### config.mk
export PLATFORM = sky130hd
export DESIGN_NAME = md5_engine_scheduler
export DESIGN_NICKNAME = d
export VERILOG_FILES = /design/src/rtl/md5_engine_scheduler_pkg.sv /design/src/rtl/md5_engine_scheduler_rr_idle_picker.sv /design/src/rtl/md5_engine_scheduler.sv
export SDC_FILE = /design/constraint.sdc
export NUM_CORES = 1
export LEC_CHECK = 0
export CAP_MARGIN = 20
export CORE_UTILIZATION = 37
export DETAILED_ROUTE_END_ITERATION = 6
export PLACE_DENSITY_LB_ADDON = 0.05
export SYNTH_ARGS = -nofsm -noshare
export SYNTH_HDL_FRONTEND = slang
export SYNTH_SLANG_ARGS = --single-unit
### constraint.sdc
create_clock -name clk -period 2.2 [get_ports clk]
set_input_delay 0.66 -clock clk [delete_from_list [all_inputs] [get_ports clk]]
set_output_delay 0.66 -clock clk [all_outputs]
set_load 0.05 [all_outputs]
### src/rtl/md5_engine_scheduler_pkg.sv
// Shared widths and scheduler state encoding for the MD5 engine scheduler.
// Latency: n/a (definitions only).
// Backpressure: n/a.
package md5_engine_scheduler_pkg;

    localparam int BYTE_POS_W  = 16;
    localparam int CHAR_W      = 8;
    localparam int NUM_BYTES_W = 16;

    typedef enum logic [1:0] {
        ST_IDLE   = 2'd0,
        ST_STREAM = 2'd1,
        ST_LOADED = 2'd2
    } sched_state_t;

endpackage

### src/rtl/md5_engine_scheduler_rr_idle_picker.sv
// Round-robin first-idle encoder: searches rr_ptr, rr_ptr+1, ... (mod NUM_ENG) for a non-busy engine.
// Latency: combinational.
// Backpressure: any_idle=0 when every engine is busy; sel is then 0 and must be ignored.
//
// Ports:
//   busy     in   NUM_ENG  per-engine busy flags
//   rr_ptr   in   ENG_W    search start index
//   sel      out  ENG_W    first idle engine at or after rr_ptr
//   any_idle out  1        at least one engine idle
module rr_idle_picker #(
    parameter int NUM_ENG = 4,
    parameter int ENG_W   = 2
) (
    input  logic [NUM_ENG-1:0] busy,
    input  logic [ENG_W-1:0]   rr_ptr,
    output logic [ENG_W-1:0]   sel,
    output logic               any_idle
);

    logic [ENG_W:0]   sum;
    logic [ENG_W-1:0] idx;

    always_comb begin
        sel      = '0;
        any_idle = 1'b0;
        sum      = '0;
        idx      = '0;
        for (int k = 0; k < NUM_ENG; k++) begin
            // One extra bit holds rr_ptr+k; a single subtraction wraps it since both are < NUM_ENG.
            sum = {1'b0, rr_ptr} + (ENG_W+1)'(k);
            if (sum >= (ENG_W+1)'(NUM_ENG)) begin
                sum = sum - (ENG_W+1)'(NUM_ENG);
            end
            idx = sum[ENG_W-1:0];
            if (!any_idle && !busy[idx]) begin
                any_idle = 1'b1;
                sel      = idx;
            end
        end
    end

endmodule

### src/rtl/md5_engine_scheduler.sv
// Dispatches jobs round-robin to idle MD5 engines, streams job bytes, latches the first match.
// Latency: eng_start / eng_data / eng_data_valid one cycle after job_start / job_data_valid.
// Backpressure: job_ready low while streaming or when all engines busy; job_start then ignored.
//
// Ports: clk/reset (sync, active-high); job_* from the command parser; res_* to the command
//   layer; eng_* to/from the engine array (packed per-engine vectors); led mirrors busy.
module md5_engine_scheduler
    import md5_engine_scheduler_pkg::*;
#(
    parameter int NUM_ENG = 4
) (
    input  logic                            clk,
    input  logic                            reset,
    input  logic                            job_start,
    input  logic [NUM_BYTES_W-1:0]          job_num_bytes,
    input  logic [CHAR_W-1:0]               job_data,
    input  logic                            job_data_valid,
    output logic                            job_ready,
    output logic                            job_loaded,
    output logic                            all_idle,
    output logic                            res_valid,
    output logic [$clog2(NUM_ENG)-1:0]      res_engine,
    output logic [BYTE_POS_W-1:0]           res_byte_pos,
    output logic [CHAR_W-1:0]               res_char,
    input  logic                            res_char_next,
    input  logic                            res_clear,
    output logic [NUM_ENG-1:0]              eng_start,
    output logic [NUM_BYTES_W-1:0]          eng_num_bytes,
    output logic [CHAR_W-1:0]               eng_data,
    output logic [NUM_ENG-1:0]              eng_data_valid,
    input  logic [NUM_ENG-1:0]              eng_done,
    input  logic [NUM_ENG-1:0]              eng_match,
    input  logic [BYTE_POS_W*NUM_ENG-1:0]   eng_byte_pos,
    input  logic [CHAR_W*NUM_ENG-1:0]       eng_match_char,
    output logic [NUM_ENG-1:0]              eng_match_char_next,
    output logic [NUM_ENG-1:0]              led
);

    localparam int ENG_W = $clog2(NUM_ENG);

    sched_state_t            state, state_nxt;
    logic [ENG_W-1:0]        rr_ptr;
    logic [ENG_W-1:0]        cur_eng;
    logic [ENG_W-1:0]        pick_sel;
    logic                    pick_any;
    logic [NUM_BYTES_W-1:0]  count;
    logic [NUM_ENG-1:0]      busy;
    logic                    dispatch;
    logic                    take_byte;
    logic [NUM_ENG-1:0]      match_vec;
    logic                    hit;
    logic [ENG_W-1:0]        hit_idx;

    rr_idle_picker #(
        .NUM_ENG (NUM_ENG),
        .ENG_W   (ENG_W)
    ) u_picker (
        .busy     (busy),
        .rr_ptr   (rr_ptr),
        .sel      (pick_sel),
        .any_idle (pick_any)
    );

    assign job_ready  = (state == ST_IDLE) && pick_any;
    assign all_idle   = (state == ST_IDLE) && !(|busy);
    assign job_loaded = (state == ST_LOADED);
    assign led        = busy;
    assign dispatch   = (state == ST_IDLE) && job_start && job_ready;
    assign take_byte  = (state == ST_STREAM) && job_data_valid;

    // Read-back path follows whichever engine owns the latched result.
    assign res_char            = res_valid ? eng_match_char[CHAR_W*res_engine +: CHAR_W] : '0;
    assign eng_match_char_next = (res_char_next && res_valid) ? (NUM_ENG'(1) << res_engine) : '0;

    assign match_vec = eng_done & eng_match;
    assign hit       = |match_vec;

    // Descending scan so the lowest matching index is the last (winning) assignment.
    always_comb begin
        hit_idx = '0;
        for (int i = NUM_ENG - 1; i >= 0; i--) begin
            if (match_vec[i]) begin
                hit_idx = ENG_W'(i);
            end
        end
    end

    always_comb begin
        state_nxt = state;
        case (state)
            ST_IDLE: begin
                if (dispatch) begin
                    state_nxt = (job_num_bytes == '0) ? ST_LOADED : ST_STREAM;
                end
            end
            ST_STREAM: begin
                if (job_data_valid && ((count + 1'b1) == eng_num_bytes)) begin
                    state_nxt = ST_LOADED;
                end
            end
            ST_LOADED: state_nxt = ST_IDLE;
            default:   state_nxt = ST_IDLE;
        endcase
    end

    always_ff @(posedge clk) begin
        if (reset) begin
            state          <= ST_IDLE;
            rr_ptr         <= '0;
            cur_eng        <= '0;
            count          <= '0;
            busy           <= '0;
            eng_start      <= '0;
            eng_num_bytes  <= '0;
            eng_data       <= '0;
            eng_data_valid <= '0;
            res_valid      <= 1'b0;
            res_engine     <= '0;
            res_byte_pos   <= '0;
        end else begin
            state          <= state_nxt;
            eng_start      <= '0;
            eng_data_valid <= '0;

            if (dispatch) begin
                eng_start     <= NUM_ENG'(1) << pick_sel;
                eng_num_bytes <= job_num_bytes;
                cur_eng       <= pick_sel;
                rr_ptr        <= (pick_sel == ENG_W'(NUM_ENG - 1)) ? '0 : pick_sel + 1'b1;
                count         <= '0;
            end

            if (take_byte) begin
                eng_data       <= job_data;
                eng_data_valid <= NUM_ENG'(1) << cur_eng;
                count          <= count + 1'b1;
            end

            // A done coincident with the start pulse belongs to nothing we launched; keep busy.
            busy <= (busy & ~(eng_done & ~eng_start))
                  | (dispatch ? (NUM_ENG'(1) << pick_sel) : '0);

            if (hit && (!res_valid || res_clear)) begin
                res_valid    <= 1'b1;
                res_engine   <= hit_idx;
                res_byte_pos <= eng_byte_pos[BYTE_POS_W*hit_idx +: BYTE_POS_W];
            end else if (res_clear) begin
                res_valid    <= 1'b0;
            end
        end
    end

endmodule

==> key figures <==
Setup path
  • RR Startpoint: count[3]$_SDFFE_PP0P_
  • WP data required: about 1.5 ns
  • Worst reg2reg path endpoint: state[1]$_SDFFE_PP0P_
  • Crit. End Element: output port
  • Setup CP Type: in2out
  • CP startpoint: eng_match_char[12]
  • Peak per-stage delay on the critical path: around 0.45 ns
  • Worst path cell trace: dlygate4sd2_1, mux4_2, and2_4, buf_8
  • R2R Setup Slk: 0.08 ns
  • CP arrival: between 1.5 and 2 ns
  • Setup crit start kind: input pin
  • R2R depth: 8
  • CP max FO: 1
  • Slowest CP cell: mux4_2

Global route
  • Number of global-route vias before repair: a little over 5k
  • Grt total ovfl: 0
  • First-pass GRT wire length: 23800 µm
  • Gr usage total: 25.9%
  • Largest net degree at the start of global routing: 36
  • Antenna violations before repair: 0

Worst hold path
  • Worst hold path depth: 2
  • Hold_sp: eng_data[7]$_SDFFE_PP0P_
  • Worst Hold Class: reg2reg
  • Hold path endpoint: eng_data[7]$_SDFFE_PP0P_

STA
  • Setup Skew: between 0.007 and 0.008 ns
  • Hold WS: 0.457 ns
  • Fin crit share: 105%
  • Clock period minus worst slack: 2.31 ns
  • Slew HR: 65.0%
  • Worst Max-Slew Pin Slew: 0.524 ns
  • Final hold viol count: 0
  • Final worst slack: -0.111 ns
  • Finish-stage setup viols: 8
  • Setup_tns: -0.720 ns
  • Highest Clock Rate: 0.433 GHz
  • RSZ-0062 raised after global routing: yes
  • Slew Viols, Final: 0

Yosys
  • Largest cells by area after synthesis: dfxtp_1, nand2_1, a21oi_1
  • Syn Inst Count: 550
  • Ys async rst share: 0%
  • Most frequent cell after synthesis: nand2_1
  • Seq/Total Area, Yosys: 36.1%
  • Synth cell count leaders: nand2_1, dfxtp_1, a21oi_1
  • Synthesis-stage register bit count: 77
  • Synth top area share: 36.1%
  • YS warnings: 0
  • Cell Area, Synth: 4270 µm²
  • Syn Nets: 689
  • Predominant post-synthesis flop cell: dfxtp_1
  • Synth area leader: dfxtp_1
  • Number of synthesized flops with an enable pin: 0
  • Count of different cell masters after synthesis: 48
  • Synth Area per Inst: 7.77 µm²

Detailed routing
  • Post-Route WL: 15800 µm
  • Vias after detailed routing: 5026
  • WL/cell: 16.9 µm
  • Residual DRC count: 0
  • Total iterations of the first detailed-routing run: 4
  • Iteration-0 DRC Markers: 300
  • Via density: 5.35
  • Routed Antenna Nets: 0

Floorplan
  • # rows: 38
  • Initial Utilization: between 30% and 40%
  • Die height: 109 µm
  • Die area: ~12000 µm²
  • IO Count: 204
  • Die X-Extent: 109 µm
  • Core box area: 11000 µm²

Layout
  • Nets: 933
  • Inserted Diodes: 0
  • Share of cells above drive strength 1: between 20% and 30%
  • Non-Filler Instances: around 940
  • Area Growth Syn to Fin: 79.9%

Clock tree
  • CTS Buf Count: 9
  • CTS Buffer Depth: 2
  • Clock slew at reported path FFs: ~0.060 ns
  • Clock sink count: 77
  • # H-tree levels: 3
  • Clock latency at the later pin of the worst-skew pair: 0.33 ns
  • Clk root buf: clkbuf_16
  • CTS tree: yes

Place
  • Post-detail-place hpwl: 11200 µm
  • Pre-CTS setup slack: -0.663 ns
  • Buffers on Ports: 203
  • Inst Count DP: 906
  • RD Place Congestion: between 0.8 and 0.9

Power
  • Leak pwr: 3.09 nW
  • VDD IR-drop max: 396 µV
  • Logic gate share of total power: 35.8%
  • Internal Power: 3.34 mW
  • Net switching power: 1.62 mW
  • Clock share of power: a little under a third
  • Seq pwr share: 32.5%
  • Cell Pwr Density: 644 nW/µm²
  • Switching part of the total: between 30 and 40%
  • Total power: 4.95 mW

Run status
  • Failing checks: negative setup slack
  • Status: finished, violations left

Job
  • Max cap viols: 0
[kinds of logic (layout without fill, tap and decap cells)]
logic type,after synthesis,after routing,synth area share [%]
adders and majority gates,5,5,1.46
xor gates and xnor gates,21,21,4.30
buffers and inverters,49,297,4.92
AOI/OAI and AO/OA,135,136,20.1
DFF,77,77,36.1
muxes,13,13,5.39
and+or+nand+nor,250,250,27.8
[critical path: cells and delay by family]
kind                   cells  cell delay (ns)
muxes                      1             0.45
and+or+nand+nor            1             0.18
buffers and inverters      2             0.36
[sequential cells by signal, summed over array words and instances, names as in the netlist]
name / cells
rr_ptr: 2
state: 2
led: 4
res_valid: 1
res_byte_pos: 16
eng_data: 8
eng_data_valid: 4
cur_eng: 2
res_engine: 2
eng_num_bytes: 16
count: 16
eng_start: 4
[layer usage]
| metal | global-route usage, % | part of all wire (%) | wire length (µm) | vias to the layer above |
|---|---|---|---|---|
| li1 | - | - | - | 2448 |
| met1 | 27.9 | 39 | 6260 | 2361 |
| met2 | 47.5 | 50 | 7860 | 183 |
| met3 | 5.45 | 7.8 | 1240 | 34 |
| met4 | 13.6 | 3.1 | 484 | 0 |
| met5 | 0 | 0 | 0 | - |
[repair_timing]
action	CTS	global route
setup endpoints to repair	32	32
pin swaps	11	14
gates resized for setup	128	42
cloned	2	0
hold buffers	0	0
buffers inserted	11	4
[per-stage QoR]
stage,area (µm²),util (%)
finish,7690,69.7
global route,7690,69.7
CTS,7470,67.8
detailed placement,6770,61.4
global placement,6770,61.4
floorplan,4330,-
[worst max path at each step]
stage	slack (ns)	depth (start not counted)	end
floorplan	-0.03	3	eng_match_char_next[2]
global placement	-0.59	8	res_byte_pos[11]$_SDFFE_PP0P_
detailed placement	-0.66	7	res_byte_pos[11]$_SDFFE_PP0P_
CTS	-0.11	4	res_char[3]
global route	-0.16	4	res_char[5]
finish	-0.11	4	res_char[4]
[final cells by class]
| class | count | area (µm²) |
|---|---|---|
| fillers | 907 | 3340 |
| well taps | 140 | 175 |
| flip-flops and latches | 77 | 1560 |
| clock buffers | 11 | 243 |
| repair buffers | 274 | 2720 |
| clock inverters | 5 | 75.1 |
| multi-input cells | 425 | 2890 |
| inverters | 7 | 26.3 |
[power groups by stage]
stage               Clock (mW)  Sequential (mW)  Combinational (mW)
CTS                       1.61             1.60                1.74
global route              1.67             1.62                1.88
global placement             0             1.64                1.58
finish                    1.57             1.61                1.77
detailed placement           0             1.64                1.60
floorplan                    0             1.89               0.632
[cells in the final DEF (no fill, tap or decap), types with 5 or more instances in the layout]
cell             count
nand4_1              5
nand2b_1             6
nor3_1               5
a21oi_1             63
o21ai_0             13
buf_4               87
xnor2_1             13
dlygate4sd2_1        8
buf_12              13
and2_0               5
buf_8                8
nand2_1             91
clkdlybuf4s50_1    113
clkbuf_16            9
nor4_1               5
and2_1              18
inv_1                7
or3_1                6
buf_6                6
xor2_1               7
a211oi_2            10
a311oi_1            14
nand3_1             22
nor2_1              47
dlymetal6s2s_1       6
and2_4               8
mux4_2               8
clkdlybuf4s15_1     30
dfxtp_1             70
mux2i_1              5
Note: power is estimated with default switching activity, not from simulation.
